===== src/rtl/decode_unit.sv =====
// RISCAT RV32I decode stage: register file with writeback bypass, immediate and
// control generation, load-use hazard detection, and the registered ID_EX stage.
package decode_unit_pkg;

  typedef struct packed {
    logic [15:0] pc;
    logic [31:0] fetched_inst;
    logic        do_not_execute;
  } IF_ID;

  typedef struct packed {
    logic [15:0] pc;
    logic [31:0] rs1_val;
    logic [31:0] rs2_val;
    logic [31:0] imm;
    logic [4:0]  rd;
    logic [4:0]  rs1;
    logic [4:0]  rs2;
    logic [2:0]  funct3;
    logic [3:0]  alu_op;
    logic        alu_src_imm;
    logic        alu_src_pc;
    logic        mem_read;
    logic        mem_write;
    logic        reg_write;
    logic        branch;
    logic        jump;
    logic        do_not_execute;
  } ID_EX;

  typedef enum logic [6:0] {
    OPC_LUI    = 7'b0110111,
    OPC_AUIPC  = 7'b0010111,
    OPC_JAL    = 7'b1101111,
    OPC_JALR   = 7'b1100111,
    OPC_BRANCH = 7'b1100011,
    OPC_LOAD   = 7'b0000011,
    OPC_STORE  = 7'b0100011,
    OPC_OPIMM  = 7'b0010011,
    OPC_OP     = 7'b0110011
  } opcode_e;

  typedef enum logic [3:0] {
    ALU_ADD    = 4'd0,
    ALU_SUB    = 4'd1,
    ALU_SLL    = 4'd2,
    ALU_SLT    = 4'd3,
    ALU_SLTU   = 4'd4,
    ALU_XOR    = 4'd5,
    ALU_SRL    = 4'd6,
    ALU_SRA    = 4'd7,
    ALU_OR     = 4'd8,
    ALU_AND    = 4'd9,
    ALU_PASS_B = 4'd10
  } alu_op_e;

endpackage

module decode_unit
  import decode_unit_pkg::*;
#(
  parameter int unsigned XLEN = 32,
  parameter int unsigned PC_W = 16
) (
  input  logic            clk,
  input  logic            reset,
  input  IF_ID            if_id_r,
  input  logic            flush,
  input  logic            wb_we,
  input  logic [4:0]      wb_rd,
  input  logic [XLEN-1:0] wb_data,
  output logic            stall,
  output ID_EX            id_ex_r
);

  logic [XLEN-1:0] rf_q [32];
  ID_EX            id_ex_q, id_ex_d;
  ID_EX            dec;
  logic [31:0]     inst;
  logic [PC_W-1:0] pc_w;
  logic            use_rs1, use_rs2, known, valid, hazard;
  logic [4:0]      rs1_idx, rs2_idx;
  logic [XLEN-1:0] rs1_val, rs2_val;

  assign inst = if_id_r.fetched_inst;
  assign pc_w = if_id_r.pc;

  // inst[30] selects SUB only for register-register ops; for immediates it is imm bits
  function automatic alu_op_e alu_sel(input logic [2:0] f3, input logic b30,
                                      input logic imm_form);
    case (f3)
      3'd0:    alu_sel = (b30 && !imm_form) ? ALU_SUB : ALU_ADD;
      3'd1:    alu_sel = ALU_SLL;
      3'd2:    alu_sel = ALU_SLT;
      3'd3:    alu_sel = ALU_SLTU;
      3'd4:    alu_sel = ALU_XOR;
      3'd5:    alu_sel = b30 ? ALU_SRA : ALU_SRL;
      3'd6:    alu_sel = ALU_OR;
      default: alu_sel = ALU_AND;
    endcase
  endfunction

  always_comb begin
    dec        = '0;
    known      = 1'b0;
    use_rs1    = 1'b0;
    use_rs2    = 1'b0;
    dec.pc     = pc_w;
    dec.funct3 = inst[14:12];
    dec.rd     = inst[11:7];
    case (inst[6:0])
      OPC_LUI: begin
        known = 1'b1;
        dec.alu_op = ALU_PASS_B; dec.alu_src_imm = 1'b1; dec.reg_write = 1'b1;
        dec.imm = {inst[31:12], 12'b0};
      end
      OPC_AUIPC: begin
        known = 1'b1;
        dec.alu_op = ALU_ADD; dec.alu_src_pc = 1'b1; dec.alu_src_imm = 1'b1;
        dec.reg_write = 1'b1;
        dec.imm = {inst[31:12], 12'b0};
      end
      OPC_JAL: begin
        known = 1'b1;
        dec.alu_op = ALU_ADD; dec.jump = 1'b1; dec.reg_write = 1'b1;
        dec.imm = {{11{inst[31]}}, inst[31], inst[19:12], inst[20], inst[30:21], 1'b0};
      end
      OPC_JALR: begin
        known = 1'b1; use_rs1 = 1'b1;
        dec.alu_op = ALU_ADD; dec.jump = 1'b1; dec.reg_write = 1'b1;
        dec.alu_src_imm = 1'b1;
        dec.imm = {{20{inst[31]}}, inst[31:20]};
      end
      OPC_BRANCH: begin
        known = 1'b1; use_rs1 = 1'b1; use_rs2 = 1'b1;
        dec.alu_op = ALU_SUB; dec.branch = 1'b1; dec.rd = '0;
        dec.imm = {{19{inst[31]}}, inst[31], inst[7], inst[30:25], inst[11:8], 1'b0};
      end
      OPC_LOAD: begin
        known = 1'b1; use_rs1 = 1'b1;
        dec.alu_op = ALU_ADD; dec.mem_read = 1'b1; dec.reg_write = 1'b1;
        dec.alu_src_imm = 1'b1;
        dec.imm = {{20{inst[31]}}, inst[31:20]};
      end
      OPC_STORE: begin
        known = 1'b1; use_rs1 = 1'b1; use_rs2 = 1'b1;
        dec.alu_op = ALU_ADD; dec.mem_write = 1'b1; dec.alu_src_imm = 1'b1;
        dec.rd = '0;
        dec.imm = {{20{inst[31]}}, inst[31:25], inst[11:7]};
      end
      OPC_OPIMM: begin
        known = 1'b1; use_rs1 = 1'b1;
        dec.alu_op = alu_sel(inst[14:12], inst[30], 1'b1);
        dec.alu_src_imm = 1'b1; dec.reg_write = 1'b1;
        dec.imm = {{20{inst[31]}}, inst[31:20]};
      end
      OPC_OP: begin
        known = 1'b1; use_rs1 = 1'b1; use_rs2 = 1'b1;
        dec.alu_op = alu_sel(inst[14:12], inst[30], 1'b0);
        dec.reg_write = 1'b1;
      end
      default: ;
    endcase
  end

  assign valid   = known && !if_id_r.do_not_execute && (inst != '0);
  assign rs1_idx = (valid && use_rs1) ? inst[19:15] : 5'd0;
  assign rs2_idx = (valid && use_rs2) ? inst[24:20] : 5'd0;

  // Same-cycle writeback is forwarded so the array write needs no extra cycle
  always_comb begin
    rs1_val = '0;
    rs2_val = '0;
    if (rs1_idx != 5'd0)
      rs1_val = (wb_we && wb_rd == rs1_idx) ? wb_data : rf_q[rs1_idx];
    if (rs2_idx != 5'd0)
      rs2_val = (wb_we && wb_rd == rs2_idx) ? wb_data : rf_q[rs2_idx];
  end

  assign hazard = id_ex_q.mem_read && !id_ex_q.do_not_execute && (id_ex_q.rd != 5'd0) &&
                  (((rs1_idx != 5'd0) && (rs1_idx == id_ex_q.rd)) ||
                   ((rs2_idx != 5'd0) && (rs2_idx == id_ex_q.rd)));
  assign stall  = hazard && !flush;

  always_comb begin
    id_ex_d         = dec;
    id_ex_d.rs1     = rs1_idx;
    id_ex_d.rs2     = rs2_idx;
    id_ex_d.rs1_val = rs1_val;
    id_ex_d.rs2_val = rs2_val;
    if (flush || hazard || !valid) begin
      id_ex_d                = '0;
      id_ex_d.pc             = pc_w;
      id_ex_d.do_not_execute = 1'b1;
    end
  end

  always_ff @(posedge clk or posedge reset) begin
    if (reset) begin
      id_ex_q                <= '0;
      id_ex_q.do_not_execute <= 1'b1;
    end else begin
      id_ex_q <= id_ex_d;
    end
  end

  always_ff @(posedge clk or posedge reset) begin
    if (reset) begin
      for (int unsigned i = 0; i < 32; i++) rf_q[i] <= '0;
    end else if (wb_we && wb_rd != 5'd0) begin
      rf_q[wb_rd] <= wb_data;
    end
  end

  assign id_ex_r = id_ex_q;

endmodule


===== config.mk =====
export PLATFORM = sky130hd
export DESIGN_NAME = decode_unit
export DESIGN_NICKNAME = d
export VERILOG_FILES = /design/src/rtl/decode_unit.sv
export SDC_FILE = /design/constraint.sdc
export NUM_CORES = 2
export LEC_CHECK = 0
export ABC_CLOCK_PERIOD_IN_PS = 120900
export BUFFER_PORTS_ARGS = -buffer_cell sky130_fd_sc_hd__buf_4
export CAP_MARGIN = 15
export CORE_UTILIZATION = 50
export DETAILED_ROUTE_END_ITERATION = 6
export HOLD_SLACK_MARGIN = 0.05
export PLACE_DENSITY = 0.67
export SETUP_SLACK_MARGIN = 0.4
export SLEW_MARGIN = 10
export SYNTH_ARGS = -nofsm -noshare
export SYNTH_HDL_FRONTEND = slang
export SYNTH_SLANG_ARGS = --single-unit
export TNS_END_PERCENT = 1

===== constraint.sdc =====
create_clock -name clk -period 120.9 [get_ports clk]
set_input_delay 18.135 -clock clk [delete_from_list [all_inputs] [get_ports clk]]
set_output_delay 18.135 -clock clk [all_outputs]
set_load 0.01 [all_outputs]

======== After elaboration in Yosys (flattened, before gate mapping) ========
Cells that the tools add are included.
cells by class
  reductions and logical operators ........ 36
  multiplexer cells ....................... 33
  equal/unequal tests ..................... 19
  $lt $le $gt $ge ......................... 4
  bitwise gates (word level) .............. 3
operators by type and width
  operator                                        count
  bitwise mux 1024 bit                            1
  binary-select mux 32 bit (select 5 bit)         2
  2-to-1 mux 32 bit                               9
  demux 32 bit (select 5 bit)                     1
  one-hot mux 32 bit (5 select lines)             1
  2-to-1 mux 126 bit                              1
  one-hot mux 4 bit (7 select lines)              2
  nonzero test 32 bit                             1
  == test 7 x 6 -> 1 bit (second input constant)  3
  == test 7 bit (second input constant)           3
  == test 5 bit                                   4
  nonzero test 5 bit                              4
  >= comparator 6 bit (second input constant)     3
  NOT 5 -> 6 bit                                  3
  one-hot mux 4 bit (4 select lines)              1
  2-to-1 mux 5 bit                                3
  == test 7 x 5 -> 1 bit (second input constant)  2
  logical AND 1 bit                               14
  2-to-1 mux 1 bit                                12
  OR reduction 6 bit                              2
  == test 3 bit (second input constant)           3
  OR reduction 9 bit                              1
  == test 7 x 2 -> 1 bit (second input constant)  1
  OR reduction 7 bit                              1
  other kinds (8)                                 17
storage, ports and cells
  flip-flop bits (word level) ............. 1166
  word-level logic and storage cells ...... 144
  bits of input ports ..................... 90
  output and inout port bits .............. 143

======== Depth between registers and ports, before layout ========
  word-level depth ........................ 14
  depth in mapped cells ................... 12
  depth with buffers taken out ............ 9

======== Least setup slack after synthesis ========
No wires, ideal clock.
  path type ............................... input to output
  start point ............................. input port if_id_r[3] in the netlist's numbering
  end point ............................... output port stall
  data arrival time ....................... 19.329 ns
  stages on the path ...................... 5
  data required time ...................... 102.765 ns
  buffers on the path ..................... 0
  setup slack ............................. 83.436 ns
  path through ............................ nor2_1 -> o21ai_1 -> nor4_1 -> o21ai_1 -> nor2_1
on the way
  cells in the longest elaborated chain, start to end .. 12
  elaborated cells between the ends (all ways) .. 31
  classes of those cells .................. eq/ne (11); mux (5); reduce/logical (15)
RTL lines
  what                                                  RTL line  RTL
  from (decl)                                           67        input IF_ID if_id_r,
  == test 7 x 6 -> 1 bit, or another cell as far along  111       case (inst[6:0])
  OR reduction 9 bit (no line)                          -
  2-to-1 mux 1 bit                                      111
  logical AND 1 bit (2 in series)                       166       assign valid = known && !if_id_r.do_not_execute && (inst != '0);
  logical AND 1 bit, on equally long branches           167, 168
  2-to-1 mux 5 bit, on equally long branches            167, 168
  == test 5 bit, or another cell as far along           181       (((rs1_idx != 5'd0) && (rs1_idx == id_ex_q.rd)) ||
  logical AND 1 bit, on equally long branches           181, 182
  logical OR 1 bit (*)                                  181
  logical AND 1 bit (*)                                 180       assign hazard = id_ex_q.mem_read && !id_ex_q.do_not_execute && (id_ex_q.rd != 5'd0) &&
  logical AND 1 bit (*)                                 183       assign stall = hazard && !flush;
  to (decl)                                             72        output logic stall,
Mark *: on every way between the ends. The rest lies on a longest branch, timed or not.

======== Final worst setup path ========
Ends and elaborated chain as after synthesis.

==> results.md <==
- Final cell count without fillers: 7,208
- Die height: 353 µm
- Hold WS: 0.401 ns
- Die Wd: 353 µm
- Synth Net Count: 5,678
- Worst-case clock buffer depth: 3
- Post-DP HPWL: between 100 and 150 mm
- Worst-Margin Slew: 1.32 ns
- Clock Latency Late Sink: slightly below 0.8 ns
- Final setup viols: 0
- CP Launch Type: input pin
- CTS H-Tree Depth: 4
- Post-synthesis sequential area ratio: 47.5%
- Critical Path RT: 102.76 ns
- Via density: about 7.2
- DR vias: 52.0k
- Grt total ovfl: 0
- Largest net degree at the start of global routing: 177
- Starting density of the core: 50.4%
- Peak Freq: 0.0260 GHz
- Vias in the first global route: 49.9k
- RSZ-0062 raised after global routing: false
- Synth top area share: 47.4%
- Register area: between 20,000 and 30,000 µm²
- Post-synth EDFFs: 0
- Post-DRT Antenna Nets: 0
- Num CTS Buffers: 134
- Peak supply drop: roughly 14 µV
- Status: complete, but fails checks
- Port Buf Inserts: 232
- Initial DRC count: 8,720
- WP buf/inv: 3
- Most instantiated cells after synthesis: dfrtp_1, mux2_2, nand2_1
- Largest cells by area after synthesis: dfrtp_1, mux2_2, mux2i_1, nand2_1, clkbuf_1
- Max stage delay on crit path: 0.45 ns
- Core area: 122,000 µm²
- Maxcap violations: 0
- Netlist cell types: 85
- Power Density: 15.6 nW/µm²
- Die area: 124,000 µm²
- CP Capture Type: primary output
- Initial antenna violation count: 18
- Worst path top cell family by delay: simple AND/OR/NAND/NOR gates
- Count leader, synth: dfrtp_1
- Final hold vios: 0
- Yosys top cell by area: dfrtp_1
- Top FF cell, synth: dfrtp_1
- Nets: 5,575
- Tmin final: 38.41 ns
- Routed WL: 250 mm
- Slowest library cell on the worst path: nand3_4
- Area occupied by multi-input gates: 30,000 µm²
- Top cell by count, worst path: buf_4
- Failing checks: DRC
- CTS tree: yes
- WS Path Type: in -> out
- DP Cell Count: 6,973
- Static leakage power: 30.5 nW
- Post-CTS Setup Bufs: 0
- Residual DRC count: 10
- Drt wl/cell: roughly 35 µm
- I/O pin count: 233
- First-pass GRT wire length: 355 mm
- Clk slew on worst S/H paths: ~0.06 ns
- Final clock skew: 0.0345 ns
- Period utilization: 31.8%
- Final GP Congestion: 0.924
- Site row count: around 130
- Gr usage total: 39.3%
- Hold_buf cts: 0
- CP max FO: 26
- Synth Register Bits: 1,166
- Num Clock Sinks: 1,166
- Worst min-delay path category: reg -> reg
- Syn_area_per_cell: ~11 µm²
- Tot Pwr: 1.07 mW
- Asr flop ratio synth: 100%
- Pre-Repair DR Iteration Count: 7
- Netlist Area Pre-Place: 61,400 µm²
- Ys Warns: 0
- Area Growth Syn to Fin: 11.7%
- Share of layout cells above drive strength 1: 31.1%
- Max-slew violations: 0
- CTS root buf: clkbuf_16
- Filler cells: 10.3k
- Worst path cell trace: buf_4, nor4bb_4, buf_4, nand3_4, a211oi_1, o21ai_1, nor2_1, buf_4
- Worst EP arrival: 20.27 ns
- CTS resizes: 0
- Cells after Synth: 5,588
- Total Neg Setup Slack: 0 ns
- Slew HR: 11.1%
[worst register-to-register path, delay by kind of cell, from the launching register on]
kind                   cells  cell delay [ns]
AND/OR/NAND/NOR            6             1.68
AO/OA/AOI/OAI              2             1.15
flip-flops                 1             0.46
buffers and inverters      2             0.43
[cell families after synthesis]
group / Yosys count / share of synthesized area (%)
flops: 1166 / 47.5
xor+xnor: 18 / 0.257
compound gates: 1186 / 14.4
mux: 1400 / 24.9
buf+inv: 653 / 4.38
simple gates: 1165 / 8.54
[through the flow]
stage | util [%] | instance area [µm²] | setup WS (ns)
finish | 56.3 | 68600 | 82.49
global route | 56.3 | 68600 | 82.46
CTS | 56.3 | 68600 | 82.56
detailed placement | 52.7 | 64300 | 82.54
global placement | 52.7 | 64300 | 82.52
floorplan | - | 61400 | 69.92
[flip-flops by register name (all words and copies together), names as in the netlist]
name	flops
id_ex_r	142
rf_q	1024
[cell type report]
class / count / share of cell area [%]
multi-input cells: 3769 / 43.7
flip-flops and latches: 1166 / 42.5
clock buffers: 192 / 5.70
well taps: 1625 / 2.96
clock inverters: 33 / 0.607
diodes: 9 / 0.0328
inverters: 43 / 0.248
repair buffers: 371 / 4.24
[layer usage]
metal	vias to the layer above	part of all wire, %	global-route usage, %
met5	-	0.022	0
met4	10	6.7	23.1
met3	1043	15	15.6
met2	4384	41	55.7
met1	26042	37	50.6
li1	20554	-	-
[report_power, final]
part / leakage [nW] / switching [mW] / internal, mW / total (mW)
combinational: 13.3 / 0.0732 / 0.0792 / 0.152
sequential: 15.1 / 0.0515 / 0.456 / 0.507
clock: 2.13 / 0.168 / 0.242 / 0.410
total: 30.5 / 0.292 / 0.778 / 1.07
[path summary, 6_finish.rpt]
path                                   startpoint                endpoint  slack [ns]  cells past startpoint
setup reg to reg            id_ex_r[25]$_DFF_PP0_   id_ex_r[79]$_DFF_PP0_      116.96                     10
setup / recovery                       if_id_r[3]                   stall       82.49                      8
hold / removal             rf_q[1018]$_DFFE_PP0P_  rf_q[1018]$_DFFE_PP0P_        0.40                      0
hold reg to reg            rf_q[1018]$_DFFE_PP0P_  rf_q[1018]$_DFFE_PP0P_        0.40                      0
min in group asynchronous                   reset   id_ex_r[23]$_DFF_PP0_       17.46                      2
max in group asynchronous                   reset   rf_q[719]$_DFFE_PP0P_      101.02                      4
[layout by cell type (no fill, tap or decap), types with 18 or more instances in the layout]
cell | Yosys | layout
nand2_1 | 545 | 528
o221ai_1 | 106 | 106
a222oi_1 | 25 | 25
a221oi_1 | 157 | 157
o21ai_0 | 123 | 123
a21oi_1 | 179 | 178
nor2b_1 | 23 | 22
o211a_1 | 24 | 24
mux2_2 | 1042 | 1042
mux2i_1 | 358 | 358
clkinv_2 | 0 | 19
nor3_1 | 38 | 31
clkbuf_8 | 0 | 21
and3_1 | 48 | 48
nand3_1 | 94 | 93
o221a_2 | 18 | 18
clkbuf_1 | 392 | 31
a31oi_1 | 123 | 123
clkbuf_16 | 0 | 140
buf_4 | 17 | 359
nand4_1 | 29 | 29
inv_1 | 40 | 38
o211ai_1 | 45 | 45
and2_1 | 37 | 36
dfrtp_1 | 1165 | 1165
a22oi_1 | 31 | 31
nor2_1 | 260 | 241
nor2_4 | 0 | 19
a211oi_1 | 87 | 87
o22ai_1 | 58 | 58
a32oi_1 | 62 | 62
a221o_1 | 29 | 29
Note: power is estimated with default switching activity, not from simulation.
